$ cat src/rtl/mult_div.sv
// Iterative 32x32 multiply / 32/32 divide unit for the EX stage: one radix-2 step
// per cycle, 32 steps, result in {HI, LO} with done pulsing for one cycle.
module mult_div (
    input  logic        clk,
    input  logic        rst_n,
    input  logic        flush,
    input  logic [5:0]  funct,
    input  logic [31:0] operand_1,
    input  logic [31:0] operand_2,
    output logic        mult_div_done,
    output logic [63:0] mult_div_result
);
    typedef enum logic [1:0] {IDLE = 2'd0, BUSY = 2'd1, DONE = 2'd2} state_e;

    state_e      state_q, state_d;
    logic [4:0]  cnt_q, cnt_d;
    logic        is_div_q, is_div_d;
    logic        is_sgn_q, is_sgn_d;
    logic        sign_a_q, sign_a_d;
    logic        sign_b_q, sign_b_d;
    logic        div_zero_q, div_zero_d;
    logic [31:0] opb_q, opb_d;
    logic [63:0] acc_q, acc_d;
    logic [31:0] rem_q, rem_d;
    logic [63:0] result_q, result_d;

    logic        is_md, start, sgn_op;
    logic [31:0] abs_a, abs_b;
    logic [32:0] mul_sum;
    logic [63:0] mul_next, mul_fix;
    logic [32:0] div_shift, div_trial;
    logic        div_fits;
    logic [31:0] div_rem_next, div_quo_next, quo_fix, rem_fix;

    // MULT=0x18, MULTU=0x19, DIV=0x1A, DIVU=0x1B: bit1 selects divide, bit0 unsigned
    assign is_md  = (funct[5:2] == 4'b0110);
    assign sgn_op = ~funct[0];
    assign start  = (state_q == IDLE) && is_md && !flush;
    assign abs_a  = (sgn_op && operand_1[31]) ? -operand_1 : operand_1;
    assign abs_b  = (sgn_op && operand_2[31]) ? -operand_2 : operand_2;

    // One iteration of each datapath; acc_q[31:0] holds multiplier / dividend-quotient
    always_comb begin
        mul_sum      = {1'b0, acc_q[63:32]} + (acc_q[0] ? {1'b0, opb_q} : 33'd0);
        mul_next     = {mul_sum, acc_q[31:1]};
        div_shift    = {rem_q, acc_q[31]};
        div_trial    = div_shift - {1'b0, opb_q};
        div_fits     = ~div_trial[32];
        div_rem_next = div_fits ? div_trial[31:0] : div_shift[31:0];
        div_quo_next = {acc_q[30:0], div_fits};
    end

    // Sign correction on the final step; divide-by-zero pins LO to all ones
    always_comb begin
        mul_fix = (is_sgn_q && (sign_a_q ^ sign_b_q)) ? -mul_next : mul_next;
        quo_fix = (is_sgn_q && (sign_a_q ^ sign_b_q)) ? -div_quo_next : div_quo_next;
        rem_fix = (is_sgn_q && sign_a_q) ? -div_rem_next : div_rem_next;
        if (div_zero_q) begin
            quo_fix = 32'hFFFF_FFFF;
        end
    end

    always_comb begin
        state_d    = state_q;
        cnt_d      = cnt_q;
        is_div_d   = is_div_q;
        is_sgn_d   = is_sgn_q;
        sign_a_d   = sign_a_q;
        sign_b_d   = sign_b_q;
        div_zero_d = div_zero_q;
        opb_d      = opb_q;
        acc_d      = acc_q;
        rem_d      = rem_q;
        result_d   = result_q;
        case (state_q)
            IDLE: begin
                if (start) begin
                    is_div_d   = funct[1];
                    is_sgn_d   = sgn_op;
                    sign_a_d   = sgn_op & operand_1[31];
                    sign_b_d   = sgn_op & operand_2[31];
                    div_zero_d = funct[1] && (operand_2 == 32'd0);
                    opb_d      = abs_b;
                    acc_d      = {32'd0, abs_a};
                    rem_d      = 32'd0;
                    cnt_d      = 5'd0;
                    state_d    = BUSY;
                end
            end
            BUSY: begin
                cnt_d = cnt_q + 5'd1;
                if (is_div_q) begin
                    acc_d = {32'd0, div_quo_next};
                    rem_d = div_rem_next;
                end else begin
                    acc_d = mul_next;
                end
                if (cnt_q == 5'd31) begin
                    state_d  = DONE;
                    result_d = is_div_q ? {rem_fix, quo_fix} : mul_fix;
                end
            end
            DONE:    state_d = IDLE;
            default: state_d = IDLE;
        endcase
        // A cancelled op must never publish a result, even on its last step
        if (flush) begin
            state_d  = IDLE;
            cnt_d    = 5'd0;
            result_d = result_q;
        end
    end

    always_ff @(posedge clk or negedge rst_n) begin
        if (!rst_n) begin
            state_q    <= IDLE;
            cnt_q      <= 5'd0;
            is_div_q   <= 1'b0;
            is_sgn_q   <= 1'b0;
            sign_a_q   <= 1'b0;
            sign_b_q   <= 1'b0;
            div_zero_q <= 1'b0;
            opb_q      <= 32'd0;
            acc_q      <= 64'd0;
            rem_q      <= 32'd0;
            result_q   <= 64'd0;
        end else begin
            state_q    <= state_d;
            cnt_q      <= cnt_d;
            is_div_q   <= is_div_d;
            is_sgn_q   <= is_sgn_d;
            sign_a_q   <= sign_a_d;
            sign_b_q   <= sign_b_d;
            div_zero_q <= div_zero_d;
            opb_q      <= opb_d;
            acc_q      <= acc_d;
            rem_q      <= rem_d;
            result_q   <= result_d;
        end
    end

    assign mult_div_done   = (state_q == DONE);
    assign mult_div_result = result_q;

endmodule

$ cat config.mk
export PLATFORM = sky130hd
export DESIGN_NAME = mult_div
export DESIGN_NICKNAME = d
export VERILOG_FILES = /design/src/rtl/mult_div.sv
export SDC_FILE = /design/constraint.sdc
export NUM_CORES = 1
export LEC_CHECK = 0
export BUFFER_PORTS_ARGS = -buffer_cell sky130_fd_sc_hd__buf_2
export CELL_PAD_IN_SITES_DETAIL_PLACEMENT = 1
export CELL_PAD_IN_SITES_GLOBAL_PLACEMENT = 1
export CORE_ASPECT_RATIO = 0.5
export CORE_MARGIN = 2
export CORE_UTILIZATION = 35
export CTS_BUF_LIST = sky130_fd_sc_hd__clkbuf_2 sky130_fd_sc_hd__clkbuf_4 sky130_fd_sc_hd__clkbuf_8
export CTS_CLUSTER_DIAMETER = 120
export DETAILED_ROUTE_END_ITERATION = 10
export PLACE_DENSITY = 0.71
export SYNTH_ARGS = -nofsm -noshare
export SYNTH_HDL_FRONTEND = slang
export SYNTH_SLANG_ARGS = --single-unit
$ cat constraint.sdc
create_clock -name clk -period 6 [get_ports clk]
set_input_delay 0.6 -clock clk [delete_from_list [all_inputs] [get_ports clk]]
set_output_delay 0.6 -clock clk [all_outputs]
set_load 0.01 [all_outputs]
==> results of run 1 <==
[path summary, 6_finish.rpt]
check                                                      from                         endpoint  slack [ps]  cells past startpoint
worst max-delay path                      acc_q[31]$_DFFE_PN0P_  mult_div_result[60]$_DFFE_PN0P_         530                     21
worst min-delay path                                      rst_n            opb_q[29]$_DFFE_PN0P_         100                      1
worst max register to register            acc_q[31]$_DFFE_PN0P_  mult_div_result[60]$_DFFE_PN0P_         530                     21
worst min register to register  mult_div_result[39]$_DFFE_PN0P_  mult_div_result[39]$_DFFE_PN0P_         470                      2
max in group asynchronous                                 rst_n             is_div_q$_DFFE_PN0P_        4690                      2
min in group clk                                       funct[1]             is_div_q$_DFFE_PN0P_         270                      3
[kinds of logic after synthesis]
logic type	count (synthesis)	share of synthesized area [%]
compound gates	754	26.6
xor+xnor	201	9.91
fa+ha+maj	73	5.23
buf+inv	224	4.93
flops	204	28.8
mux	62	3.54
simple gates	766	21.0
[power groups by stage]
stage                     Clock, W  Combinational [W]  Sequential (W)
final                      0.00145            0.00642         0.00217
after global routing       0.00155            0.00707         0.00223
after CTS                  0.00149            0.00639         0.00217
after detailed placement         0            0.00635         0.00219
after global placement           0            0.00622         0.00219
after floorplan                  0            0.00488         0.00187
[critical path, cell delays in order, from the launching register on]
cell      delay [ps]
dfrtp_1          520
inv_1            110
ha_1             240
fa_1             420
nand2b_1         200
a211oi_2         490
o211ai_2         190
a211oi_2         310
o21a_1           230
nor2_4            70
inv_2            110
nor2_1            50
a21oi_1          220
ha_1             260
nor4bb_1         300
nand2_1           90
a21oi_1          130
a41o_1           280
nand3_1          280
o41ai_1          540
mux2i_1          240
nand3_1           80
[cell usage after synthesis (5+ instances only)]
cell type and instances:
a31oi_1 23, nor3_1 51, nand2_1 247, buf_2 15
nand2b_1 26, a21o_1 21, a21oi_1 157, o31a_1 5
o21a_1 15, a22o_1 24, clkbuf_1 128, xnor2_1 105
a211oi_1 20, nand3b_1 10, o21ai_1 18, o2111ai_1 9
and3_1 17, dfrtp_1 204, o22ai_1 32, or4_1 10
ha_1 71, and2_1 27, o21bai_1 6, o311ai_0 6
buf_1 15, mux2i_1 56, o41ai_1 14, a2111oi_0 5
o21ai_0 268, o211ai_1 45, a221oi_1 5, a22oi_1 10
nand3_1 69, nor2_1 186, mux2_2 5, nor2b_1 16
xor2_1 96, nand4_1 12, or2_2 12, and4_1 5
o31ai_1 23, inv_1 63, or3_1 28, nor4_1 17
[cell type report]
class                      count  area, um2  area share (%)
multi-input combinational   1856      11800            60.2
sequential                   204       5110            26.1
tap                          690        863            4.40
timing repair buffer         156        850            4.33
clock buffer                  50        644            3.29
inverter                      64        240            1.23
clock inverter                10        105           0.536
antenna                        1       2.50          0.0128
[placed cells by master, fill, tap and decap left out, types with 32 or more instances in the layout]
| cell type | netlist | routed |
|---|---|---|
| a21oi_1 | 157 | 157 |
| buf_2 | 15 | 136 |
| clkbuf_8 | 0 | 44 |
| dfrtp_1 | 204 | 203 |
| ha_1 | 71 | 71 |
| inv_1 | 63 | 63 |
| mux2i_1 | 56 | 56 |
| nand2_1 | 247 | 247 |
| nand3_1 | 69 | 69 |
| nor2_1 | 186 | 183 |
| nor3_1 | 51 | 51 |
| o211ai_1 | 45 | 45 |
| o21ai_0 | 268 | 268 |
| o22ai_1 | 32 | 32 |
| xnor2_1 | 105 | 105 |
| xor2_1 | 96 | 96 |
[flip-flops by register name (all words and copies together) (netlist names)]
register / cells
div_zero_q: 1
mult_div_result: 64
acc_q: 64
is_sgn_q: 1
cnt_q: 5
state_q: 2
opb_q: 32
sign_b_q: 1
sign_a_q: 1
is_div_q: 1
rem_q: 32
[per-layer routing]
metal	vias up	routed length [um]
li1	8317	-
met1	8562	28700
met2	310	29600
met3	106	2510
met4	0	2050
met5	-	0
[through the flow]
stage	utilization, %	instances	total power [W]	worst slack, ps	area, um2
after floorplan	-	2284	0.00675	676	17800
after global placement	37.6	2970	0.00841	856	18900
after detailed placement	37.6	2970	0.00854	631	18900
after CTS	39.1	3030	0.0101	600	19600
after global routing	39.1	3031	0.0108	73.9	19600
final	39.1	3031	0.0100	533	19600
==> run summary, run 1 <==
outcome - finished clean
Pint - 0.00477 W
Final period util - 91.1%
Layout area overhead - 10.4%
Synth async-reset ratio - 100%
Clk network pwr share - 14.4%
drt wl/cell - 20.7 um
Final Setup Violations - 0
Post-Syn Nets - 2430
Die H - 163 um
switching pwr - 0.00527 W
average size of a mapped cell - 7.77 um2
HP Class - input port to asynchronous set/reset pin
RSZ-0062 raised after global routing - no
part of the power in registers - 21.6%
drt total wl - 62900 um
hpwl dp - 47700 um
Initial Util - 35.4%
GRT busiest layer - met2
Top FF cell, synth - dfrtp_1
logic gate share of total power - 63.9%
# DRC - 0
initial antenna violation count - 3
post-cts sizing count - 0
Filler cells - 6211
Post CTS Setup Buffer Count - 0
Clock Skews - 26.3 ps
Yosys Warn Count - 0
Slew HR - 14.4%
min Tclk post-route - 5470 ps
Reg clk slew, reported paths - 80 ps
actual slew at the worst max-slew pin - 1280 ps
Pwr Density - 512 nW/um2
Leak - 8.40 nW
GPL Wtd Cong - 0.888
worst-skew pair later-pin latency - 590 ps
Synth cell types - 89
GRT Util Overall - 23.5%
I/O pins - 138
Switching Share - 52.5%
grt met1 use - 31.3%
WP data required - 6460 ps
GRT overflow - 0
max-cap violations - 0
Startpoint Class - flip-flop
Final Max Slew Viols - 0
Max Buffers Root-to-Sink - 3
total CTS buffers - 37
Max Freq - 183 MHz
Worst IR Drop VDD - 343 uV
clock sink count - 204
first-pass GRT wire length - 98000 um
CTS tree - yes
die area - 52700 um2
Cell Rows - 58
post-synth top area cell - dfrtp_1
root buf cell - clkbuf_8
TNS Setup - 0 ps
met2 GRT Util - 38.9%
WHS - 96.4 ps
final hold violations - 0
layout cells sized above 1 - 11.4%
first-pass detailed-route iteration total - 7
share of the synthesized area in the top cell type - 28.8%
top cells by area, synth - dfrtp_1, o21ai_0, nand2_1, xnor2_1, ha_1
Nets - 2465
Max FO, Critical Path - 8
Yosys reg bits - 204
CORE AREA - 50100 um2
Port Buf Inserts - 137
Critical Setup Path Class - flip-flop to flip-flop
Gate Count Post-Synth - 2284
CP arrival - 5930 ps
sequential fraction of the synthesis area - 28.8%
H-tree lvl count - 2
detailed-route via count - 17300
met3 Use GR - 3.37%
Iteration-0 DRC Markers - 1127
mapped cell area - 17800 um2
number of global-route vias before repair - 17300
DIE WIDTH - 323 um
Post-DRT Antenna Nets - 0
EDFF count, synth - 0
Hold-fix buffers, CTS - 0
Crit. End Element - flip-flop
pin count of the biggest net entering global routing - 122
vias per cell - 5.71
No activity file was read; power rests on OpenSTA's default activity.
==> run 2: changes to the inputs <==
--- a/config.mk
+++ b/config.mk
@@ -13,8 +13,10 @@
 export CORE_UTILIZATION = 35
 export CTS_BUF_LIST = sky130_fd_sc_hd__clkbuf_2 sky130_fd_sc_hd__clkbuf_4 sky130_fd_sc_hd__clkbuf_8
 export CTS_CLUSTER_DIAMETER = 120
+export CTS_CLUSTER_SIZE = 24
 export DETAILED_ROUTE_END_ITERATION = 10
 export PLACE_DENSITY = 0.71
+export REMOVE_ABC_BUFFERS = 1
 export SYNTH_ARGS = -nofsm -noshare
 export SYNTH_HDL_FRONTEND = slang
 export SYNTH_SLANG_ARGS = --single-unit
==> run 2 against run 1 <==
Core utilization decreased by 1.0 points. Global-route usage decreased by 0.46 points. Clock power shrank 50%. First-iteration DRC count down 12%. Combinational power is essentially flat. Power is 7.6% lower. Highest routed layer unchanged.
==> run summary, run 2 (same netlist as run 1, synthesis figures left out) <==
TNS Setup - 0 ps
Post CTS Setup Buffer Count - 0
hpwl dp - 47000 um
I/O pins - 138
Filler cells - 6205
H-tree lvl count - 1
Cell Rows - 58
first-pass GRT wire length - 96800 um
CP max stage cell - dfrtp_1
die area - 52700 um2
Worst IR Drop VDD - 325 uV
Leak - 8.14 nW
n_diodes - 0
clock sink count - 204
outcome - finished clean
Critical Setup Path Class - flip-flop to flip-flop
# DRC - 0
detailed-route via count - 17000
Max FO, Critical Path - 11
CORE AREA - 50100 um2
number of global-route vias before repair - 17100
actual slew at the worst max-slew pin - 999 ps
initial antenna violation count - 0
min Tclk post-route - 5560 ps
Die H - 163 um
Crit. End Element - flip-flop
drt total wl - 61300 um
GRT busiest layer - met2
max-cap violations - 0
Max Buffers Root-to-Sink - 3
CP arrival - 6030 ps
Clock Skews - 46.0 ps
Final period util - 92.6%
grt met1 use - 31.3%
RSZ-0062 raised after global routing - no
Nets - 2445
r2r setup slk - 440 ps
vias per cell - 5.69
Buf+Inv Stages, Crit Path - 3
Iteration-0 DRC Markers - 997
GRT Util Overall - 23.0%
cell breakdown of the critical path - inv_1, ha_1, fa_1, nand2b_1, a211oi_4, o211ai_2, a211oi_2, nor3_1, buf_4, nor2_4, inv_2, a21oi_1, ha_1, nor4bb_1, nand2_1, a21oi_1, a41o_1, nand3_1, o41ai_1, mux2i_1, nand3_1
worst-skew pair later-pin latency - 600 ps
HP Class - input port to asynchronous set/reset pin
DIE WIDTH - 323 um
Final Setup Violations - 0
CTS tree - yes
delay-heaviest family, CP - compound AO/OA/AOI/OAI gates
drt wl/cell - 20.5 um
layout cells sized above 1 - 9.87%
WP data required - 6470 ps
Layout area overhead - 7.56%
CP max stage delay - 560 ps
GRT overflow - 0
Reg clk slew, reported paths - 170 ps
GPL Wtd Cong - 0.886
final hold violations - 0
root buf cell - clkbuf_8
first-pass detailed-route iteration total - 5
Port Buf Inserts - 137
most frequent cells in the layout - o21ai_0, nand2_1, dfrtp_1, nor2_1, a21oi_1
met2 GRT Util - 39.5%
pin count of the biggest net entering global routing - 94
placed instance count - 2975
Post-Layout Cell Count - 2991
end-of-flow core utilization - 38.1%
most common cell after layout, fill and taps aside - o21ai_0
Max Freq - 180 MHz
Slew HR - 33.0%
Startpoint Class - flip-flop
Initial Util - 35.4%
Pwr Density - 486 nW/um2
Post-DRT Antenna Nets - 0
total CTS buffers - 12
Final Max Slew Viols - 0
met3 Use GR - 2.18%
## run 2: cell types whose count changed in the layout (fill, tap and decap cells not counted), sizes merged
cell | previous run | this run
clkinv | 6 | 2
diode | 1 | 0
clkbuf | 51 | 14
buf | 155 | 161
bufinv | 2 | 0
clkinvlp | 2 | 0
## run 2: what timing repair did
item / 4_1_cts / 5_1_grt
hold buffers: 0 / 0
setup endpoints to repair: 0 / 1
resized for setup: 0 / 1
## run 2: per-stage QoR
| stage | setup WS [ps] | cell area, um2 | hold WS, ps | power (W) |
|---|---|---|---|---|
| 3_5_place_dp | 552 | 18900 | 466 | 0.00849 |
| 4_1_cts | 434 | 19100 | 29.9 | 0.00925 |
| 3_3_place_gp | 805 | 18900 | 456 | 0.00836 |
| 6_report | 443 | 19100 | 26.6 | 0.00928 |
| 2_1_floorplan | 535 | 17100 | 304 | 0.00662 |
| 5_1_grt | 71.7 | 19100 | 62.3 | 0.0101 |
## run 2: final timing paths
kind,depth (start not counted),from,end
setup / recovery,21,acc_q[31]$_DFFE_PN0P_,mult_div_result[60]$_DFFE_PN0P_
hold / removal,1,rst_n,opb_q[30]$_DFFE_PN0P_
setup reg to reg,21,acc_q[31]$_DFFE_PN0P_,mult_div_result[60]$_DFFE_PN0P_
hold reg to reg,2,mult_div_result[40]$_DFFE_PN0P_,mult_div_result[40]$_DFFE_PN0P_
max in group asynchronous,2,rst_n,acc_q[56]$_DFFE_PN0P_
min in group clk,3,funct[1],is_div_q$_DFFE_PN0P_
## run 2: layout make-up
class / count / area [um2] / area share [%]
Tap cell: 690 / 863 / 4.52
Inverter: 64 / 240 / 1.26
Timing Repair Buffer: 161 / 876 / 4.59
Sequential cell: 204 / 5110 / 26.7
Clock inverter: 2 / 17.5 / 0.0917
Multi-Input combinational cell: 1856 / 11800 / 61.8
Clock buffer: 14 / 186 / 0.976
## run 2: metal layers
| metal | vias up | part of all wire [%] |
|---|---|---|
| met3 | 54 | 2.8 |
| met1 | 8493 | 48 |
| met5 | - | 0 |
| met4 | 0 | 1.9 |
| met2 | 228 | 48 |
| li1 | 8250 | - |
## run 2: worst reg2reg max path, stage by stage, from the launching register on
cell and delay, ps:
dfrtp_1 560, inv_1 120, ha_1 240, fa_1 400, nand2b_1 210, a211oi_4 420
o211ai_2 180, a211oi_2 300, nor3_1 80, buf_4 200, nor2_4 110, inv_2 90
a21oi_1 290, ha_1 290, nor4bb_1 330, nand2_1 110, a21oi_1 140, a41o_1 270
nand3_1 260, o41ai_1 520, mux2i_1 240, nand3_1 90
## run 2: power by group
group | total [W] | leakage (nW) | switching, W | internal [W]
clock | 0.000728 | 0.106 | 0.000517 | 0.000211
sequential | 0.00213 | 2.69 | 0.000457 | 0.00168
combinational | 0.00641 | 5.34 | 0.00410 | 0.00231
total | 0.00928 | 8.14 | 0.00507 | 0.00420
